===== config.mk =====
export PLATFORM = sky130hd
export DESIGN_NAME = fetch_ctrl
export DESIGN_NICKNAME = d
export VERILOG_FILES = /design/src/rtl/fetch_ctrl_pkg.sv /design/src/rtl/fetch_skid_buf.sv /design/src/rtl/fetch_ctrl.sv
export SDC_FILE = /design/constraint.sdc
export NUM_CORES = 1
export LEC_CHECK = 0
export BUFFER_PORTS_ARGS = -buffer_cell sky130_fd_sc_hd__buf_4
export CAP_MARGIN = 30
export CORE_ASPECT_RATIO = 1.2
export CORE_MARGIN = 2
export CORE_UTILIZATION = 45
export DETAILED_ROUTE_END_ITERATION = 10
export PLACE_DENSITY_LB_ADDON = 0.1
export SLEW_MARGIN = 5
export SYNTH_ARGS = -nofsm -noshare
export SYNTH_HDL_FRONTEND = slang
export SYNTH_SLANG_ARGS = --single-unit

===== constraint.sdc =====
create_clock -name clk -period 4.8 [get_ports clk]
set_input_delay 0.72 -clock clk [delete_from_list [all_inputs] [get_ports clk]]
set_output_delay 0.72 -clock clk [all_outputs]
set_load 0.05 [all_outputs]

===== src/rtl/fetch_ctrl_pkg.sv =====
// Shared definitions for the instruction-fetch controller and for other users
// of the PC register: state encoding, reset PC default, skid entry width.
package fetch_ctrl_pkg;

    typedef enum logic [1:0] {
        ST_IDLE  = 2'b00,
        ST_FETCH = 2'b01,
        ST_HOLD  = 2'b10
    } fetch_state_e;

    localparam logic [31:0] RESET_PC_DEFAULT = 32'h0000_0000;
    localparam int unsigned SKID_W           = 64;

    function automatic logic [31:0] word_align(input logic [31:0] addr);
        return {addr[31:2], 2'b00};
    endfunction

endpackage


===== src/rtl/fetch_skid_buf.sv =====
// One-entry skid buffer holding {pc, inst} for a fetch that returned while
// the decode slot was still occupied.
module fetch_skid_buf
    import fetch_ctrl_pkg::*;
(
    input  logic              clk_i,
    input  logic              rst_i,
    input  logic              load_i,
    input  logic              unload_i,
    input  logic              clear_i,
    input  logic [SKID_W-1:0] data_i,
    output logic              valid_o,
    output logic [SKID_W-1:0] data_o
);

    logic              valid_q;
    logic [SKID_W-1:0] data_q;

    // Clear wins over load so a redirect can never leave a stale entry behind.
    always_ff @(posedge clk_i) begin
        if (rst_i || clear_i) begin
            valid_q <= 1'b0;
            data_q  <= '0;
        end else if (load_i) begin
            valid_q <= 1'b1;
            data_q  <= data_i;
        end else if (unload_i) begin
            valid_q <= 1'b0;
        end
    end

    assign valid_o = valid_q;
    assign data_o  = data_q;

endmodule


===== src/rtl/fetch_ctrl.sv =====
// Instruction-fetch controller: drives a single-request instruction memory,
// delivers one instruction per ack to decode, handles stalls and redirects.
module fetch_ctrl
    import fetch_ctrl_pkg::*;
#(
    parameter logic [31:0] RESET_PC = RESET_PC_DEFAULT
) (
    input  logic        clk,
    input  logic        rst,
    input  logic        stall,
    input  logic        br_valid,
    input  logic [31:0] br_target,
    output logic        imem_req,
    output logic [31:0] imem_addr,
    input  logic        imem_ack,
    input  logic [31:0] imem_rdata,
    output logic        if_valid,
    output logic [31:0] if_pc,
    output logic [31:0] if_inst,
    output logic [31:0] pc
);

    fetch_state_e state_q, state_d;
    logic [31:0]  pc_q, pc_d;
    logic         if_valid_q, if_valid_d;
    logic [31:0]  if_pc_q, if_pc_d;
    logic [31:0]  if_inst_q, if_inst_d;
    logic         redir_pend_q, redir_pend_d;
    logic [31:0]  redir_tgt_q, redir_tgt_d;

    logic              skid_load;
    logic              skid_unload;
    logic              skid_clear;
    logic              skid_valid;
    logic [SKID_W-1:0] skid_data;

    fetch_skid_buf u_skid (
        .clk_i    (clk),
        .rst_i    (rst),
        .load_i   (skid_load),
        .unload_i (skid_unload),
        .clear_i  (skid_clear),
        .data_i   ({pc_q, imem_rdata}),
        .valid_o  (skid_valid),
        .data_o   (skid_data)
    );

    always_ff @(posedge clk) begin
        if (rst) begin
            state_q      <= ST_IDLE;
            pc_q         <= RESET_PC;
            if_valid_q   <= 1'b0;
            if_pc_q      <= '0;
            if_inst_q    <= '0;
            redir_pend_q <= 1'b0;
            redir_tgt_q  <= '0;
        end else begin
            state_q      <= state_d;
            pc_q         <= pc_d;
            if_valid_q   <= if_valid_d;
            if_pc_q      <= if_pc_d;
            if_inst_q    <= if_inst_d;
            redir_pend_q <= redir_pend_d;
            redir_tgt_q  <= redir_tgt_d;
        end
    end

    always_comb begin
        state_d      = state_q;
        pc_d         = pc_q;
        if_valid_d   = if_valid_q;
        if_pc_d      = if_pc_q;
        if_inst_d    = if_inst_q;
        redir_pend_d = redir_pend_q;
        redir_tgt_d  = redir_tgt_q;
        skid_load    = 1'b0;
        skid_unload  = 1'b0;
        skid_clear   = 1'b0;

        unique case (state_q)
            ST_IDLE: begin
                state_d = ST_FETCH;
            end
            ST_FETCH: begin
                if (br_valid) begin
                    if_valid_d = 1'b0;
                    skid_clear = 1'b1;
                    if (imem_ack) begin
                        pc_d         = word_align(br_target);
                        redir_pend_d = 1'b0;
                    end else begin
                        redir_pend_d = 1'b1;
                        redir_tgt_d  = word_align(br_target);
                    end
                end else begin
                    if (if_valid_q && !stall) begin
                        if_valid_d = 1'b0;
                    end
                    if (imem_ack) begin
                        // Request in flight at redirect time returns wrong-path data.
                        if (redir_pend_q) begin
                            pc_d         = redir_tgt_q;
                            redir_pend_d = 1'b0;
                        end else if (!if_valid_q || !stall) begin
                            if_valid_d = 1'b1;
                            if_pc_d    = pc_q;
                            if_inst_d  = imem_rdata;
                            pc_d       = pc_q + 32'd4;
                        end else begin
                            skid_load = 1'b1;
                            pc_d      = pc_q + 32'd4;
                            state_d   = ST_HOLD;
                        end
                    end
                end
            end
            ST_HOLD: begin
                if (br_valid) begin
                    if_valid_d = 1'b0;
                    skid_clear = 1'b1;
                    pc_d       = word_align(br_target);
                    state_d    = ST_FETCH;
                end else if (!stall) begin
                    if_valid_d  = skid_valid;
                    if_pc_d     = skid_data[63:32];
                    if_inst_d   = skid_data[31:0];
                    skid_unload = 1'b1;
                    state_d     = ST_FETCH;
                end
            end
            default: begin
                state_d = ST_IDLE;
            end
        endcase
    end

    assign imem_req  = (state_q == ST_FETCH);
    assign imem_addr = pc_q;
    assign pc        = pc_q;
    assign if_valid  = if_valid_q;
    assign if_pc     = if_pc_q;
    assign if_inst   = if_inst_q;

endmodule

==> metrics.txt <==
Mapped Area 8750 um^2; Non-Filler Instances 1473; post-synthesis area per instance 7.94 um^2; HPWL Detailed 15700 um; Post-Synthesis Cells 1102; CTS tree done; clock root buffer clkbuf_16; Slew headroom about two fifths; status finished, final reports clean; Worst setup EP type flop; All-Layer GR Usage between 20% and 30%; share of cells above drive strength 1 between 20% and 30%; FILL cells 1818; DRT iter0 DRCs about 500; top cells by count, synth nand2_1, dfxtp_1, a21oi_1, clkbuf_1, nor2_1; RSZ-0062 raised after global routing no; Clock Path Buffers 2; Clock Skews 14.4 ps; antenna violations before repair 0; endpoints failing setup 0; Post-Route WL around 24000 um; DR pass1 iterations 5; Port Buffer Count 190; largest net degree at the start of global routing 63; Die Ht 157 um; Max Cap Viol 0; Area Growth Syn to Fin 22.3%; # hold bufs at CTS 0; final worst-path cycle share 60.1%; ys flop type dfxtp_1; Clock power frac a little under two fifths; worst vdd ir 262 uV; Horiz. Die Dim 131 um; Yosys cell types 52; vias 7974; htree depth 4; initial core utilization a little under half; area of the core roughly 19000 um^2; register area share after synthesis 43.2%; setup bufs post-CTS 0; number of synthesized flops with an enable pin 0; fin crit period around 2900 ps; routability cong. 0.852; Yosys top cell by area dfxtp_1; number of global-route vias before repair 7258; leak pwr roughly 3.8 nW; sequential share of power 44.0%; top cells by area, synth dfxtp_1, nand2_1, mux2i_1, a21oi_1, a211oi_1; Pint 0.00265 W; final core utilization 56.4%; Hold Crit Class flop to flop; share of Yosys cell area claimed by the top area cell type between 40% and 50%; startpoint types flop; FP Rows 55; Worst EP arrival between 3000 and 4000 ps; switching part of the total 32.1%; switching pwr 0.00125 W; post-route setup TNS 0 ps; worst-path fanout max 10; clk_lat worst skew around 430 ps; Ys Warns 0; Antenna diodes 0; Slew Viols, Final 0; pwr/cell area around 360 nW/um^2; post-cts resize count 0; Post-route DRC 0; CTS Buf Count 17; via/cell ratio 5.41; Final ANT Viol Nets 0; Max Freq 347 MHz; clk sinks 189; Seq cells post-synth about 190; WP data required 5130 ps; placed cells 1441; Worst Tran Pin Value 901 ps; async set-reset flop share out of synthesis 0%; Comb pwr share a little under a fifth; area of the die ~20000 um^2; Top-Level Pins 199; most common cell in the synthesized netlist nand2_1; final net count around 1300; grt ovf 0; clock-pin transition on the worst setup and hold timing paths 70 ps; first-pass GRT wire length just under 40000 um; CP Class flop to flop; WL/cell 16.5 um; Final Hold Viols 0
[flip-flops by register name (all words and copies together) (netlist names)]
| name | count |
|---|---|
| if_inst | 32 |
| u_skid.valid_o | 1 |
| if_pc | 30 |
| state_q | 2 |
| redir_pend_q | 1 |
| imem_addr | 30 |
| u_skid.data_o | 62 |
| if_valid | 1 |
| redir_tgt_q | 30 |
[metal layers]
layer	global-route usage (%)	share of wire (%)	wire [um]
met4	8.59	2.4	584
met5	0	0	0
met3	4.63	5.7	1370
met1	31.7	46	11300
met2	36.5	45	11000
[path summary, 6_finish.rpt]
check	start	to	slack (ps)	depth (start not counted)
worst min register to register	redir_tgt_q[26]	redir_tgt_q[26]	450	2
worst max register to register	imem_addr[2]	imem_addr[28]	1920	6
worst min-delay path	redir_tgt_q[26]	redir_tgt_q[26]	450	2
worst max-delay path	imem_addr[2]	imem_addr[28]	1920	6
[area by class of cell]
cell class                 count  area, um^2  area share (%)
clock buffer                  18         429            4.01
clock inverter                14         175            1.64
timing repair buffer         205        1590            14.9
multi-input combinational    780        4360            40.8
inverter                      11        41.3           0.386
tap                          256         320            2.99
sequential                   189        3780            35.3
[layout by cell type (no fill, tap or decap), types with 17 or more instances in the layout]
master | Yosys | routed
mux2i_1 | 69 | 69
dfxtp_1 | 189 | 189
a211oi_1 | 64 | 64
o21ai_0 | 32 | 32
nand3_1 | 21 | 21
a21oi_1 | 136 | 135
clkbuf_16 | 0 | 17
nor2_1 | 82 | 80
nand2_1 | 241 | 239
buf_4 | 36 | 201
[kinds of logic after synthesis]
family	share of synthesized area [%]
AO/OA/AOI/OAI	19.5
XOR/XNOR	0.901
adder cells (fa/ha/maj)	0.572
buffers and inverters	7.53
flip-flops	43.2
multiplexers	8.02
other	0.0428
AND/OR/NAND/NOR	20.2
[power groups by stage]
stage          Sequential (W)  Combinational, W  Clock (W)
5_1_grt               0.00172          0.000776    0.00155
3_3_place_gp          0.00175          0.000719          0
3_5_place_dp          0.00175          0.000726          0
4_1_cts               0.00171          0.000728    0.00148
6_report              0.00171          0.000726    0.00146
2_1_floorplan         0.00189          0.000352          0
[critical path: stages (launching register included)]
cell,delay [ps]
dfxtp_1,640
ha_1,400
nand2_1,130
nor3_1,700
nand2_1,150
or4_1,490
o311ai_1,260
[through the flow]
stage	hold WS (ps)	area (um^2)	setup slack, ps	power [W]
after floorplan	431	8770	2150	0.00225
after global placement	437	10000	1760	0.00247
after detailed placement	442	10100	1730	0.00247
after CTS	453	10700	1940	0.00392
after global routing	470	10700	1780	0.00405
final	450	10700	1920	0.00390
Power figures use the tool's default switching activity.
